**src/rtl/rx_frame_pkg.sv**
```systemverilog
// Shared types and constants for the serial frame receiver: FSM states,
// parity/baud selection codes and the 16x oversampling divisors.
package rx_frame_pkg;

    typedef enum logic [2:0] {
        ST_IDLE,
        ST_START,
        ST_DATA,
        ST_PARITY,
        ST_STOP
    } rx_state_t;

    localparam logic [1:0] PAR_NONE     = 2'b00;
    localparam logic [1:0] PAR_ODD      = 2'b01;
    localparam logic [1:0] PAR_EVEN     = 2'b10;
    localparam logic [1:0] PAR_NONE_ALT = 2'b11;

    localparam logic [1:0] BAUD_2400  = 2'b00;
    localparam logic [1:0] BAUD_4800  = 2'b01;
    localparam logic [1:0] BAUD_9600  = 2'b10;
    localparam logic [1:0] BAUD_19200 = 2'b11;

    localparam int DIV_W        = 16;
    localparam int DEF_CLK_FREQ = 50_000_000;

    // Clocks per oversampling tick: clk_freq / (16 * baud), truncated.
    function automatic logic [DIV_W-1:0] baud_div(input int clk_freq, input logic [1:0] sel);
        int hz;
        int q;
        case (sel)
            BAUD_2400:  hz = 2400;
            BAUD_4800:  hz = 4800;
            BAUD_9600:  hz = 9600;
            default:    hz = 19200;
        endcase
        q = clk_freq / (16 * hz);
        return q[DIV_W-1:0];
    endfunction

    // Divisors at the default 50 MHz clock (1302 / 651 / 325 / 162).
    localparam logic [DIV_W-1:0] DIV_2400  = baud_div(DEF_CLK_FREQ, BAUD_2400);
    localparam logic [DIV_W-1:0] DIV_4800  = baud_div(DEF_CLK_FREQ, BAUD_4800);
    localparam logic [DIV_W-1:0] DIV_9600  = baud_div(DEF_CLK_FREQ, BAUD_9600);
    localparam logic [DIV_W-1:0] DIV_19200 = baud_div(DEF_CLK_FREQ, BAUD_19200);

endpackage

```
**src/rtl/rx_frame_unit_baud_tick.sv**
```systemverilog
// 16x oversampling tick generator. Emits a one-cycle tick every DIV clocks;
// restart realigns the divider so ticks are phased to a detected start edge.
import rx_frame_pkg::*;

module rx_baud_tick #(
    parameter int CLK_FREQ = 50_000_000
) (
    input  logic       clk,
    input  logic       reset,
    input  logic       restart,
    input  logic [1:0] baud_sel,
    output logic       tick
);

    localparam logic [DIV_W-1:0] ONE = {{(DIV_W-1){1'b0}}, 1'b1};

    // At the default clock the published constants are used directly.
    localparam bit USE_DEF = (CLK_FREQ == DEF_CLK_FREQ);
    localparam logic [DIV_W-1:0] D_2400  = USE_DEF ? DIV_2400  : baud_div(CLK_FREQ, BAUD_2400);
    localparam logic [DIV_W-1:0] D_4800  = USE_DEF ? DIV_4800  : baud_div(CLK_FREQ, BAUD_4800);
    localparam logic [DIV_W-1:0] D_9600  = USE_DEF ? DIV_9600  : baud_div(CLK_FREQ, BAUD_9600);
    localparam logic [DIV_W-1:0] D_19200 = USE_DEF ? DIV_19200 : baud_div(CLK_FREQ, BAUD_19200);

    logic [DIV_W-1:0] div_cnt;
    logic [DIV_W-1:0] div_val;

    // Divisor lookup for the selected baud rate.
    always_comb begin
        div_val = D_2400;
        case (baud_sel)
            BAUD_4800:  div_val = D_4800;
            BAUD_9600:  div_val = D_9600;
            BAUD_19200: div_val = D_19200;
            default:    div_val = D_2400;
        endcase
    end

    // >= guards against a count left above a newly smaller divisor.
    assign tick = (div_cnt >= div_val - ONE);

    // Free-running divider, cleared on restart and on every tick.
    always_ff @(posedge clk or posedge reset) begin
        if (reset)
            div_cnt <= '0;
        else if (restart || tick)
            div_cnt <= '0;
        else
            div_cnt <= div_cnt + ONE;
    end

endmodule

```
**src/rtl/rx_frame_unit.sv**
```systemverilog
// Asynchronous serial frame receiver: start bit, 8 data bits LSB first,
// optional parity, one stop bit. Mid-bit sampling on a 16x oversampled grid.
import rx_frame_pkg::*;

module rx_frame_unit #(
    parameter int CLK_FREQ = 50_000_000
) (
    input  logic       clk,
    input  logic       reset,
    input  logic       data_in_rx,
    input  logic [1:0] parity_type,
    input  logic [1:0] baud_rate,
    output logic [7:0] data_out,
    output logic       active_flag,
    output logic       done_flag,
    output logic [2:0] error_flag
);

    rx_state_t state, state_nxt;

    logic       rx_sync_p0, rx_sync_p1, rx_prev;
    logic       rx_s;
    logic       tick;
    logic [3:0] tick_cnt;
    logic [2:0] bit_cnt;
    logic [7:0] shift_reg;
    logic       par_bit;
    logic [1:0] baud_lat;
    logic [1:0] par_lat;
    logic       par_en;
    logic       par_err;
    logic       start_det;
    logic       start_mid;
    logic       bit_mid;
    logic       start_err;
    logic       data_sample;
    logic       par_sample;
    logic       frame_end;

    assign rx_s      = rx_sync_p1;
    assign start_det = (state == ST_IDLE) && rx_prev && !rx_s;
    assign start_mid = tick && (tick_cnt == 4'd7);
    assign bit_mid   = tick && (tick_cnt == 4'd15);
    assign par_en    = (par_lat == PAR_ODD) || (par_lat == PAR_EVEN);

    rx_baud_tick #(
        .CLK_FREQ (CLK_FREQ)
    ) u_baud_tick (
        .clk      (clk),
        .reset    (reset),
        .restart  (start_det),
        .baud_sel (baud_lat),
        .tick     (tick)
    );

    // Parity check over the received byte and parity bit.
    always_comb begin
        par_err = 1'b0;
        case (par_lat)
            PAR_ODD:               par_err = ~(^shift_reg ^ par_bit);
            PAR_EVEN:              par_err = ^shift_reg ^ par_bit;
            PAR_NONE, PAR_NONE_ALT: par_err = 1'b0;
            default:               par_err = 1'b0;
        endcase
    end

    // Line synchronizer and edge-detect history; idles high.
    always_ff @(posedge clk or posedge reset) begin
        if (reset) begin
            rx_sync_p0 <= 1'b1;
            rx_sync_p1 <= 1'b1;
            rx_prev    <= 1'b1;
        end else begin
            rx_sync_p0 <= data_in_rx;
            rx_sync_p1 <= rx_sync_p0;
            rx_prev    <= rx_s;
        end
    end

    // FSM state register.
    always_ff @(posedge clk or posedge reset) begin
        if (reset)
            state <= ST_IDLE;
        else
            state <= state_nxt;
    end

    // Next-state logic and per-cycle sample strobes.
    always_comb begin
        state_nxt   = state;
        start_err   = 1'b0;
        data_sample = 1'b0;
        par_sample  = 1'b0;
        frame_end   = 1'b0;
        case (state)
            ST_IDLE: begin
                if (start_det)
                    state_nxt = ST_START;
            end
            ST_START: begin
                if (start_mid) begin
                    if (!rx_s) begin
                        state_nxt = ST_DATA;
                    end else begin
                        start_err = 1'b1;
                        state_nxt = ST_IDLE;
                    end
                end
            end
            ST_DATA: begin
                if (bit_mid) begin
                    data_sample = 1'b1;
                    if (bit_cnt == 3'd7)
                        state_nxt = par_en ? ST_PARITY : ST_STOP;
                end
            end
            ST_PARITY: begin
                if (bit_mid) begin
                    par_sample = 1'b1;
                    state_nxt  = ST_STOP;
                end
            end
            ST_STOP: begin
                if (bit_mid) begin
                    frame_end = 1'b1;
                    state_nxt = ST_IDLE;
                end
            end
            default: state_nxt = ST_IDLE;
        endcase
    end

    // Tick/bit counters, shift register and per-frame configuration latch.
    // The tick counter realigns to 0 at the start mid-point so every later
    // sample lands 16 ticks after the previous one.
    always_ff @(posedge clk or posedge reset) begin
        if (reset) begin
            tick_cnt  <= 4'd0;
            bit_cnt   <= 3'd0;
            shift_reg <= 8'h00;
            par_bit   <= 1'b0;
            baud_lat  <= 2'b00;
            par_lat   <= 2'b00;
        end else begin
            if (start_det) begin
                tick_cnt <= 4'd0;
                bit_cnt  <= 3'd0;
                baud_lat <= baud_rate;
                par_lat  <= parity_type;
            end else if (state != ST_IDLE && tick) begin
                if (start_mid && state == ST_START)
                    tick_cnt <= 4'd0;
                else
                    tick_cnt <= tick_cnt + 4'd1;
            end
            if (data_sample) begin
                shift_reg <= {rx_s, shift_reg[7:1]};
                bit_cnt   <= bit_cnt + 3'd1;
            end
            if (par_sample)
                par_bit <= rx_s;
        end
    end

    // Frame outputs: byte, completion pulse, error status and busy flag.
    always_ff @(posedge clk or posedge reset) begin
        if (reset) begin
            data_out    <= 8'h00;
            done_flag   <= 1'b0;
            error_flag  <= 3'b000;
            active_flag <= 1'b0;
        end else begin
            done_flag <= frame_end;
            if (frame_end) begin
                data_out   <= shift_reg;
                error_flag <= {~rx_s, 1'b0, par_err};
            end else if (start_err) begin
                error_flag <= 3'b010;
            end else if (start_det) begin
                error_flag <= 3'b000;
            end
            if (start_det)
                active_flag <= 1'b1;
            else if (start_err || done_flag)
                active_flag <= 1'b0;
        end
    end

endmodule

```
**config.mk**
```make
export PLATFORM = sky130hd
export DESIGN_NAME = rx_frame_unit
export DESIGN_NICKNAME = d
export VERILOG_FILES = /design/src/rtl/rx_frame_pkg.sv /design/src/rtl/rx_frame_unit_baud_tick.sv /design/src/rtl/rx_frame_unit.sv
export SDC_FILE = /design/constraint.sdc
export NUM_CORES = 1
export LEC_CHECK = 0
export BUFFER_PORTS_ARGS = -buffer_cell sky130_fd_sc_hd__buf_2
export CAP_MARGIN = 20
export CORE_MARGIN = 3
export CORE_UTILIZATION = 55
export CTS_CLUSTER_DIAMETER = 120
export DETAILED_ROUTE_END_ITERATION = 10
export GPL_TIMING_DRIVEN = 0
export PLACE_DENSITY = 0.74
export RECOVER_POWER = 50
export SLEW_MARGIN = 10
export SYNTH_ARGS = -nofsm -noshare
export SYNTH_HDL_FRONTEND = slang
export SYNTH_HIERARCHICAL = 1
export SYNTH_SLANG_ARGS = --single-unit
```
**constraint.sdc**
```tcl
create_clock -name clk -period 4.3 [get_ports clk]
set_clock_uncertainty 0.05 [all_clocks]
set_input_delay 0.86 -clock clk [delete_from_list [all_inputs] [get_ports clk]]
set_output_delay 0.86 -clock clk [all_outputs]
set_load 0.01 [all_outputs]
```
==> run metrics <==
status completed; f_max 0.254 GHz; GRT overflow 0; GRT Resource Usage Total 18.1%; Worst-Margin Slew 1420 ps; final-report setup violation count 0; vias post-DR 1988; Design Area, Final roughly 0.0032 sq mm; post-synthesis cell count ~280; leak pwr 1.57 nW; largest fanout on the critical path 10; total power between 1 and 1.5 mW; Syn Area/Cell 10.5 sq um; RR Startpoint baud_lat[0]$_DFFE_PP0P_; largest net degree at the start of global routing 40; crit-path cells inv_1, ha_1, nor4_1, nand4_1, ha_1, and4_1, o211ai_1, o211ai_2, a31o_1, and2_1, nand3_1, or2_0, buf_4, inv_1, buf_2, nor3_1; Reg clk slew, reported paths 100 ps; global-route wire length before repair approximately 9000 um; most frequent cell after synthesis dfrtp_1; predominant post-synthesis flop cell dfrtp_1; antenna cell count 0; Worst Setup SP baud_lat[0]$_DFFE_PP0P_; share of the synthesized area in the top cell type 44.4%; TritonCTS clock tree done; FILL cells 423; initial antenna violation count 0; number of synthesized register bits 55; htree depth 2; Clock Path Buffers 2; core box area 0.00494 sq mm; met1 usage 26.9%; Peak VDD IR 0.000233 V; max reg flops 16; hold wc startpoint rx_sync_p0$_DFF_PP1_; Placed Instance Area 0.00312 sq mm; Async SR Flop Fraction 100%; Area contributors post-synth dfrtp_1 44%, ha_1 11%, nand2_1 5.4%; DR vias/cell ~5.3; hold slack 318 ps; grt met2 use 27.6%; Core Rows 25; CTS sink cnt 55; Initial Util 59.3%; # IOs 20; synth warn 6; CP Capture Type flip-flop; share of cells above drive strength 1 19.1%; Setup TNS Final 0 ps; die height 79.0 um; library cells used by synthesis 49; crit path max-delay cell type dfrtp_2; most frequent cells after synthesis 52 x dfrtp_1, 42 x nand2_1, 26 x ha_1; Worst Path Buf+Inv 4; WL per Instance 13.4 um; Worst EP required about 4400 ps; final hold violations 0; gpl congestion roughly 0.84; post-DP HPWL around 3700 um; busiest grt layer met2; die width 79.0 um; Initial DRC Count 135; cell taking the most area after synthesis dfrtp_1; IO buf count 19; EDFF count, synth 0; vias in the first global route between 1500 and 2000; routing usage on met3 3.17%; Final ANT Viol Nets 0; area of the multi-input gates between 0.001 and 0.0015 sq mm; CP top delay family simple AND/OR/NAND/NOR gates; fin crit share 91.6%; CP Class reg -> reg; Pwr Density 423 mW/mm^2; DRT Wirelength 5030 um; Final Slew Violations 0; worst path arrival time 4060 ps; RSZ-0062 raised after global routing false; max_slew headroom 5.44%; TritonCTS Buffers 5; CTS root buffer clkbuf_8; Hold Path Class reg -> reg; Mapped Area 0.00293 sq mm; # DRC 0; later-pin clock latency in the skew report 310 ps; sequential area share after synthesis 47.1%; area growth from synthesis to layout 9.60%; # hold bufs at CTS 0; Nets 341; post-layout min period 3940 ps; MaxCap Viol Count 0; crit start category flip-flop; DIE AREA 0.00624 sq mm; CP max stage delay 470 ps; Reg area 0.00138 sq mm; DRT Pass-1 Iters 4
## report_power, final
group	switching, mW	internal (mW)	total, mW
combinational	0.239	0.196	0.435
sequential	0.0589	0.578	0.637
clock	0.168	0.117	0.285
total	0.466	0.892	1.36
## per-layer routing
layer  vias to the layer above  wire (um)
met5                         -          0
met4                         0         59
met3                         7        149
met2                        26       2200
met1                       943       2620
li1                       1012          -
## cells by family (layout without fill, tap and decap cells)
group,count (synthesis),in the layout,share of synthesized area (%)
XOR/XNOR,19,19,6.15
adder cells (fa/ha/maj),26,26,11.1
AND/OR/NAND/NOR,115,115,21.8
other,1,3,0.128
flip-flops,55,55,47.1
buffers and inverters,26,54,3.84
multiplexers,9,9,3.46
AO/OA/AOI/OAI,28,28,6.49
## timing repair
| action | CTS | global route |
|---|---|---|
| endpoints found under the setup margin | 0 | 15 |
| setup buffers | 0 | 1 |
| resized for setup | 0 | 1 |
## worst paths after layout
path	to	slack, ps	cells past startpoint
min in group asynchronous	u_baud_tick/div_cnt[3]$_DFF_PP0_	550	2
hold reg to reg	rx_s$_DFF_PP1_	320	0
max in group asynchronous	baud_lat[0]$_DFFE_PP0P_	2380	2
setup / recovery	error_flag[1]$_DFFE_PP0P_	360	16
hold / removal	rx_s$_DFF_PP1_	320	0
setup reg to reg	error_flag[1]$_DFFE_PP0P_	360	16
## cell usage in the layout (no fill, tap or decap), drive strengths merged, types with 2 or more instances in the layout
cell type,synthesis,routed
a21oi,12,12
a31o,2,2
and3,3,3
and4,2,2
buf,5,22
clkbuf,2,11
clkinv,0,2
conb,1,3
dfrtp,52,52
dfstp,3,3
ha,26,26
inv,19,19
mux2,9,9
nand2,42,42
nand2b,2,2
nand3,15,15
nand4,5,5
nand4b,2,2
nor2,11,11
nor3,20,20
nor4,3,3
o211ai,2,2
o21a,2,2
o21ai,7,7
or2,2,2
xnor2,12,12
xor2,6,6
## per-stage QoR
stage	instances	worst slack [ps]	util, %
after CTS	375	193	64.9
final	376	362	65.0
after detailed placement	367	234	63.1
after floorplan	281	911	-
after global routing	376	13.5	65.0
after global placement	367	302	63.1
## layout make-up
class / instances / share of cell area, %
clock inverters: 2 / 0.545
repair buffers: 20 / 3.08
well taps: 67 / 2.61
plain buffers: 7 / 1.29
clock buffers: 6 / 2.26
flip-flops and latches: 55 / 43.0
multi-input cells: 200 / 45.0
inverters: 19 / 2.22
Note: power is estimated with default switching activity, not from simulation.
